[src/rtl/guess_pkg.sv]
// Shared state and hint encodings for the number-guessing engine.
package guess_pkg;

    typedef enum logic [1:0] {
        ST_IDLE = 2'd0,
        ST_PLAY = 2'd1,
        ST_WIN  = 2'd2,
        ST_LOSE = 2'd3
    } game_state_t;

    typedef enum logic [1:0] {
        HINT_NONE   = 2'd0,
        HINT_HIGHER = 2'd1,
        HINT_LOWER  = 2'd2,
        HINT_EQUAL  = 2'd3
    } hint_t;

    // HIGHER means the secret lies above the guess.
    function automatic hint_t rel_hint(input logic secret_gt, input logic secret_eq);
        hint_t h;
        if (secret_eq) begin
            h = HINT_EQUAL;
        end else if (secret_gt) begin
            h = HINT_HIGHER;
        end else begin
            h = HINT_LOWER;
        end
        return h;
    endfunction

endpackage

[src/rtl/guess_game_core_bcd.sv]
// Saturating BCD up-counter with synchronous clear; digit 0 in the low nibble.
module bcd_sat_counter #(
    parameter int DIGITS = 2
) (
    input  logic                  clk,
    input  logic                  reset,
    input  logic                  clr,
    input  logic                  inc,
    output logic [4*DIGITS-1:0]   bcd
);

    logic [4*DIGITS-1:0] cnt_q;
    logic [4*DIGITS-1:0] cnt_d;
    logic                carry_s;
    logic                all9_s;

    // Next count: clear dominates, increment ripples a carry through the digits.
    always_comb begin
        cnt_d   = cnt_q;
        carry_s = 1'b1;
        all9_s  = 1'b1;
        for (int i = 0; i < DIGITS; i++) begin
            all9_s = all9_s & (cnt_q[4*i +: 4] == 4'd9);
        end
        if (clr) begin
            cnt_d = '0;
        end else if (inc && !all9_s) begin
            for (int i = 0; i < DIGITS; i++) begin
                if (carry_s && (cnt_q[4*i +: 4] == 4'd9)) begin
                    cnt_d[4*i +: 4] = 4'd0;
                    carry_s         = 1'b1;
                end else begin
                    cnt_d[4*i +: 4] = cnt_q[4*i +: 4] + {3'd0, carry_s};
                    carry_s         = 1'b0;
                end
            end
        end else begin
            cnt_d = cnt_q;
        end
    end

    // Count register.
    always_ff @(posedge clk) begin
        if (reset) begin
            cnt_q <= '0;
        end else begin
            cnt_q <= cnt_d;
        end
    end

    assign bcd = cnt_q;

endmodule

[src/rtl/guess_game_core.sv]
// Number-guessing engine: secret latch, higher/lower scoring, try limit and BCD win score.
module guess_game_core
    import guess_pkg::*;
#(
    parameter int NUM_W        = 4,
    parameter int MAX_TRIES    = 5,
    parameter int SCORE_DIGITS = 2,
    parameter bit CLR_ON_LOSE  = 1'b1
) (
    input  logic                           clk,
    input  logic                           reset,
    input  logic                           load_key,
    input  logic                           guess_key,
    input  logic                           score_clr,
    input  logic [NUM_W-1:0]               secret,
    input  logic [NUM_W-1:0]               guess,
    output logic [1:0]                     state,
    output logic [1:0]                     hint,
    output logic [$clog2(MAX_TRIES+1)-1:0] tries_left,
    output logic [4*SCORE_DIGITS-1:0]      score_bcd,
    output logic                           round_done
);

    localparam int TW = $clog2(MAX_TRIES + 1);
    localparam logic [TW-1:0] TRIES_FULL = TW'(MAX_TRIES);

    game_state_t      state_q, state_d;
    hint_t            hint_q, hint_d;
    logic [TW-1:0]    tries_q, tries_d;
    logic [NUM_W-1:0] secret_q, secret_d;
    logic             round_done_q, round_done_d;
    logic             load_key_q, guess_key_q;
    logic             load_ev_s, guess_ev_s;
    logic             score_inc_s, lose_clr_s;

    assign load_ev_s  = load_key & ~load_key_q;
    assign guess_ev_s = guess_key & ~guess_key_q;

    // Next-state logic; a load event always wins over a guess in the same cycle.
    always_comb begin
        state_d      = state_q;
        hint_d       = hint_q;
        tries_d      = tries_q;
        secret_d     = secret_q;
        round_done_d = 1'b0;
        score_inc_s  = 1'b0;
        lose_clr_s   = 1'b0;
        if (load_ev_s) begin
            secret_d = secret;
            tries_d  = TRIES_FULL;
            hint_d   = HINT_NONE;
            state_d  = ST_PLAY;
        end else begin
            case (state_q)
                ST_PLAY: begin
                    if (guess_ev_s && (tries_q != '0)) begin
                        hint_d = rel_hint(secret_q > guess, secret_q == guess);
                        if (secret_q == guess) begin
                            state_d      = ST_WIN;
                            score_inc_s  = 1'b1;
                            round_done_d = 1'b1;
                        end else begin
                            tries_d = tries_q - TW'(1);
                            if (tries_q == TW'(1)) begin
                                state_d      = ST_LOSE;
                                round_done_d = 1'b1;
                                lose_clr_s   = CLR_ON_LOSE;
                            end else begin
                                state_d = ST_PLAY;
                            end
                        end
                    end else begin
                        state_d = ST_PLAY;
                    end
                end
                ST_IDLE, ST_WIN, ST_LOSE: begin
                    state_d = state_q;
                end
                default: begin
                    state_d = ST_IDLE;
                end
            endcase
        end
    end

    // Game state registers; key history resets high so a key held through reset is not an event.
    always_ff @(posedge clk) begin
        if (reset) begin
            state_q      <= ST_IDLE;
            hint_q       <= HINT_NONE;
            tries_q      <= TRIES_FULL;
            secret_q     <= '0;
            round_done_q <= 1'b0;
            load_key_q   <= 1'b1;
            guess_key_q  <= 1'b1;
        end else begin
            state_q      <= state_d;
            hint_q       <= hint_d;
            tries_q      <= tries_d;
            secret_q     <= secret_d;
            round_done_q <= round_done_d;
            load_key_q   <= load_key;
            guess_key_q  <= guess_key;
        end
    end

    bcd_sat_counter #(
        .DIGITS (SCORE_DIGITS)
    ) u_score (
        .clk   (clk),
        .reset (reset),
        .clr   (score_clr | lose_clr_s),
        .inc   (score_inc_s),
        .bcd   (score_bcd)
    );

    assign state      = state_q;
    assign hint       = hint_q;
    assign tries_left = tries_q;
    assign round_done = round_done_q;

endmodule

[config.mk]
export PLATFORM = sky130hd
export DESIGN_NAME = guess_game_core
export DESIGN_NICKNAME = d
export VERILOG_FILES = /design/src/rtl/guess_pkg.sv /design/src/rtl/guess_game_core_bcd.sv /design/src/rtl/guess_game_core.sv
export SDC_FILE = /design/constraint.sdc
export NUM_CORES = 1
export LEC_CHECK = 0
export CORE_MARGIN = 1.5
export CORE_UTILIZATION = 47
export DETAILED_ROUTE_END_ITERATION = 8
export GPL_ROUTABILITY_DRIVEN = 1
export GPL_TIMING_DRIVEN = 0
export PLACE_DENSITY_LB_ADDON = 0.3
export REMOVE_ABC_BUFFERS = 1
export SYNTH_ARGS = -nofsm -noshare
export SYNTH_HDL_FRONTEND = slang
export SYNTH_SLANG_ARGS = --single-unit
export TNS_END_PERCENT = 1
[constraint.sdc]
create_clock -name clk -period 2.3 [get_ports clk]
set_input_delay 0.46 -clock clk [delete_from_list [all_inputs] [get_ports clk]]
set_output_delay 0.46 -clock clk [all_outputs]
set_load 0.005 [all_outputs]
After elaboration in Yosys (flattened, before gate mapping):

Cells that the tools add are included.

* word-level logic and storage cells: 64
* output and inout bits: 16
* input port bits: 13
* register bits after elaboration: 22

* equality and inequality tests: 8
* $add $sub $neg: 3
* magnitude comparators: 1
* reduce and logical (&&, ||, !) cells: 12
* bitwise logic cells: 9
* muxes and demuxes: 22

Operator list (count)
* 1-bit 2-to-1 mux: 14
* 2-bit 2-to-1 mux: 6
* 4-bit equality test (second input constant): 2
* 4-bit 2-to-1 mux: 2
* 1-bit NOT: 5
* 4-bit by 1-bit adder with 4-bit output: 1
* 4-bit by 1-bit adder with 4-bit output (second input constant): 1
* 2-bit equality test (second input constant): 2
* 4-bit equality test: 1
* 4-bit > comparator: 1
* 2-bit OR reduction: 2
* 4-bit OR reduction: 1
* 1-bit AND: 3
* 3-bit by 1-bit equality test with 1-bit output (second input constant): 1
* 1-bit logical AND: 3
* 3-bit AND reduction: 1
* 3-bit nonzero test: 1
* 3-bit OR reduction: 1
* 3-bit by 1-bit subtractor with 3-bit output (second input constant): 1
* 2-bit by 1-bit equality test with 1-bit output (second input constant): 1
* 2-bit logical NOT: 1
* 2-bit inequality test (second input constant): 1
* 2-bit AND reduction: 1
* 1-bit logical NOT: 1
* 1-bit bitwise OR: 1

Longest topological paths before layout:

* depth in word-level cells: 11
* gate-level depth with buffers: 8
* depth with buffers taken out: 7

Modules after synthesis:

Synthesis repeated with hierarchy kept, for this count alone.

* cell total of the unflattened synthesis: 119
* area, all modules: 1111.1 µm²

Modules (own cells, without submodules)
* guess_game_core: cells each 79, area an instance 695.7 µm², instances 1, seq. area each 280.3 µm²
* bcd_sat_counter: cells each 40, area an instance 415.4 µm², instances 1, seq. area each 160.2 µm²

Least setup slack after synthesis:

OpenSTA, ideal clock, no wires.

* path type: reg2reg
* from: reg tries_q[0], in the netlist tries_left[0]
* to: reg u_score.cnt_q[5], in the netlist u_score.bcd[5]
* clock period less this slack: 1941 ps
* required time: 2232 ps
* arrival: 1873 ps
* cell stages (with the launch flop): 8
* setup slack: 359 ps
* path buffers: 0
* library setup time: 68 ps
* cells stage by stage: dfxtp_1 inv_1 ha_1 ha_1 or4b_4 nor4_4 nand3b_1 a21oi_2

* longest elaborated chain between the ends: 8
* elaborated cells between the ends (all ways): 14
* classes of those cells: eq/ne (1); mux (8); bitwise (1); reduce/logical (4)

Ends and longest elaborated chain
* from (decl): RTL line guess_game_core.sv:29 `logic [TW-1:0] tries_q, tries_d;`
* from (signal assigned): RTL line guess_game_core.sv:99 `tries_q <= tries_d;`
* 3-bit by 1-bit equality test with 1-bit output: RTL line guess_game_core.sv:64 `if (tries_q == TW'(1)) begin`
* 1-bit 2-to-1 mux: RTL line guess_game_core.sv:64
* 1-bit 2-to-1 mux: RTL line guess_game_core.sv:58 `if (secret_q == guess) begin`
* 1-bit 2-to-1 mux: RTL line guess_game_core.sv:56 `if (guess_ev_s && (tries_q != '0)) begin`
* 1-bit 2-to-1 mux: RTL line guess_game_core.sv:54 `case (state_q)`
* 1-bit 2-to-1 mux: RTL line guess_game_core.sv:48 `if (load_ev_s) begin`
* 1-bit bitwise OR: RTL line guess_game_core.sv:112 `.clr (score_clr | lose_clr_s),`
* 2-bit OR reduction (no line)
* to (signal assigned): RTL line guess_game_core_bcd.sv:47 `cnt_q <= cnt_d;`
* to (decl): RTL line guess_game_core_bcd.sv:12 `logic [4*DIGITS-1:0] cnt_q;`

Parallel ways exist; a longest one is shown, timed or not.
A chain may end at the register's enable or synchronous reset.

Final worst setup path:

* from: in guess[3]
* to: reg u_score.cnt_q[1], in the netlist u_score.bcd[1]

* longest elaborated chain between the ends: 7
* elaborated cells between the ends (all ways): 12
* classes of those cells: eq/ne (1); mux (8); bitwise (1); reduce/logical (2)

Ends and longest elaborated chain
* from (decl): RTL line guess_game_core.sv:16 `input logic [NUM_W-1:0] guess,`
* 4-bit equality test *: RTL line guess_game_core.sv:58
* 1-bit 2-to-1 mux: RTL line guess_game_core.sv:58
* 1-bit 2-to-1 mux: RTL line guess_game_core.sv:56
* 1-bit 2-to-1 mux: RTL line guess_game_core.sv:54
* 1-bit 2-to-1 mux: RTL line guess_game_core.sv:48
* 1-bit bitwise OR: RTL line guess_game_core.sv:112
* 2-bit OR reduction (no line)

Mark *: on every way between the ends. The rest lies on a longest branch, timed or not.

==> results.py <==
metrics = {
    "worst_setup_path": {
        "start_kind": "input port",
        "reg2reg_slack_ns": 0.23,
        "crit_arrival_ns": 2.38,
        "end_kind": "flip-flop",
        "worstPathMaxFanout": 7,
        "critical_path_class": "in -> reg",
        "required_ns": 2.54,
    },
    "yosys": {
        "yosysTopAreaCellShare_pct": 38.8,
        "synthesis.area_mm2": 0.00114,
        "synth.distinct_cells": 34,
        "yosys_most_used_dff": "dfxtp_1",
        "avgSynthCellArea_um2": 8.81,
        "syn_inst": 129,
        "yosys_register_bits": 22,
        "synth.area.top_cells": "dfxtp_1, ha_1, a21oi_1",
        "ys_warn_count": 0,
        "yosysTopAreaCell": "dfxtp_1",
        "synth_edf_count": 0,
        "async_flop_share_pct": 0,
        "yosysMostFrequentCell": "dfxtp_1",
        "ys_top_cells_by_count": "dfxtp_1, a21oi_1, nand2_1",
        "yosysSeqAreaShare_pct": 38.8,
    },
    "timing": {
        "whs_ns": 0.471,
        "finalSetupViolCount": 0,
        "finalSetupTns_ns": 0,
        "hold_viol": 0,
        "rsz0062_at_grt": "no",
        "post-route-period-util_pct": 93.0,
        "drv_slew": 0,
        "max_slew_margin_pct": 61.5,
        "worst_pin_slew_ns": 0.573,
        "fmax_ghz": 0.467,
        "finalCriticalPeriod_ns": 2.14,
        "clock_skew_ns": 0.00729,
    },
    "grt": {
        "grt_antenna_before_repair": 0,
        "grt.overflow.total": 0,
        "grt_pass1_vias": 978,
        "grt_usage_pct": 19.7,
        "grt_pass1_wl_mm": 4.02,
        "grt_start_max_net_pins": 13,
    },
    "routing": {
        "drt-initial-drc-count": 21,
        "wl_per_cell_um": 12.4,
        "ant_nets": 0,
        "viasPerCell": 5.46,
        "vias": 1031,
        "first_pass_iters": 4,
        "drc": 0,
        "drt_wl_total_mm": 2.34,
    },
    "worst_hold_path": {
        "hold_path_class": "reg -> reg",
    },
    "place": {
        "dp.cells": 182,
        "dpl.hpwl_mm": 1.78,
        "routabilityCongestion": 0.744,
        "portBuffers": 28,
    },
    "power": {
        "p_int_uw": 522,
        "cellPowerDensity_mw_per_mm2": 449,
        "p_clk_share_pct": 31.4,
        "ir_drop_v": 0.000366,
        "swShare_pct": 22.6,
        "leakage_uw": 0.000556,
        "p_seq_share_pct": 58.1,
        "p_sw_uw": 152,
        "comb_power_share_pct": 10.5,
    },
    "finish": {
        "syn_to_final_growth_pct": 32.2,
        "diodes": 0,
        "num-fill-cells": 194,
        "drive_above_1_share_pct": 11.8,
        "fin_util_pct": 66.6,
        "fin_nets": 184,
        "post_layout_nonfiller_instances": 189,
    },
    "floorplan": {
        "dieArea_mm2": 0.00272,
        "io_pins": 29,
        "rows": 17,
        "core_mm2": 0.00225,
        "die_w_um": 52.2,
        "initial_core_util_pct": 50.4,
        "die_h_um": 52.2,
    },
    "clock_tree": {
        "cts_tree": "built",
        "clockRootBuffer": "clkbuf_4",
        "clkSlewWorstSetupHoldPaths_ns": 0.12,
        "htreeDepth": 1,
        "max-clock-path-buffers": 2,
        "clkLatencyLatePin_ns": 0.30,
        "cts_hold_buf": 0,
        "cts.sink_count": 22,
        "cts_buffers": 3,
    },
    "outcome": {
        "status": "finished clean",
    },
    "run": {
        "maxCapViolCount": 0,
    },
}
[critical path, stage by stage]
cell	delay (ns)
clkdlybuf4s50_1	0.46
inv_1	0.04
ha_1	0.33
and4_4	0.26
nand4_1	0.12
buf_4	0.19
or4_1	0.39
a21oi_1	0.13
[state kept, by name, summed over array words and instances, names as in the netlist]
name / count
secret_q: 4
u_score.bcd: 8
tries_left: 3
load_key_q: 1
guess_key_q: 1
state: 2
hint: 2
round_done: 1
[logic make-up (layout without fill, tap and decap cells)]
| kind of cell | after synthesis | in the layout | share of synthesized area [%] |
|---|---|---|---|
| AOI/OAI and AO/OA | 34 | 34 | 17.2 |
| DFF | 22 | 22 | 38.8 |
| buffers and inverters | 15 | 47 | 5.07 |
| xor gates and xnor gates | 1 | 1 | 0.771 |
| adders and majority gates | 9 | 9 | 9.91 |
| and+or+nand+nor | 48 | 48 | 28.3 |
[per-stage QoR]
step | cell area [µm²] | power [µW] | setup WS, ns
after CTS | 1500 | 680 | 0.105
after global placement | 1440 | 467 | -0.417
after global routing | 1500 | 706 | 0.0220
after floorplan | 1120 | 434 | 0.206
after detailed placement | 1440 | 469 | -0.478
final | 1500 | 674 | 0.160
[final cells by class]
| type | instances | area [µm²] | area share (%) |
|---|---|---|---|
| well taps | 28 | 35.0 | 2.33 |
| clock buffers | 4 | 36.3 | 2.42 |
| multi-input cells | 92 | 641 | 42.7 |
| flip-flops and latches | 22 | 442 | 29.4 |
| inverters | 12 | 45.0 | 3.00 |
| repair buffers | 31 | 303 | 20.2 |
[placed cells by master, fill, tap and decap left out]
master | netlist | final
a211oi_1 | 2 | 2
a21o_1 | 1 | 1
a21oi_1 | 15 | 15
a21oi_2 | 1 | 1
and3b_1 | 1 | 1
and4_4 | 0 | 1
and4bb_2 | 1 | 1
buf_4 | 0 | 3
clkbuf_4 | 0 | 3
clkbuf_8 | 0 | 1
clkdlybuf4s50_1 | 0 | 28
dfxtp_1 | 22 | 21
dfxtp_2 | 0 | 1
ha_1 | 9 | 9
inv_1 | 12 | 12
nand2_1 | 15 | 15
nand2b_1 | 2 | 2
nand3_1 | 3 | 3
nand3b_1 | 2 | 2
nand4_1 | 2 | 2
nor2_1 | 5 | 5
nor2b_1 | 4 | 4
nor3_1 | 1 | 1
nor3_4 | 1 | 1
nor4_4 | 1 | 1
nor4b_2 | 1 | 1
nor4b_4 | 1 | 1
o211ai_1 | 1 | 1
o21ai_0 | 10 | 10
o21ai_1 | 1 | 1
o221a_2 | 1 | 1
o31ai_1 | 2 | 2
or2_2 | 2 | 2
or3_1 | 1 | 1
or4_1 | 3 | 3
or4b_4 | 1 | 1
xnor2_1 | 1 | 1
[path summary, 6_finish.rpt]
path | start | endpoint | depth (start not counted)
setup / recovery | guess[3] | u_score.bcd[1] | 8
hold / removal | secret_q[2] | secret_q[2] | 2
setup reg to reg | tries_left[0] | u_score.bcd[1] | 8
hold reg to reg | secret_q[2] | secret_q[2] | 2
[repair_timing]
item                       in CTS  in global routing
pin swaps                       1                  0
setup endpoints to repair       2                  1
resized for setup               0                  3
buffers inserted                3                  0
[power groups by stage]
stage          Clock (µW)  Sequential [µW]  Combinational (µW)
6_report              212              392                70.5
5_1_grt               234              393                78.2
4_1_cts               219              392                69.3
3_5_place_dp            0              400                68.8
3_3_place_gp            0              400                67.3
2_1_floorplan           0              400                34.5
[per-layer routing]
metal | share of wire, % | global-route usage [%] | wire [µm] | vias to the layer above
li1 | - | - | - | 520
met4 | 1.8 | 9.83 | 42 | 0
met5 | 0 | 0 | 0 | -
met1 | 44 | 23.9 | 1020 | 479
met2 | 51 | 33.5 | 1190 | 26
met3 | 3.6 | 3.16 | 85 | 6
No activity file was read; power rests on OpenSTA's default activity.
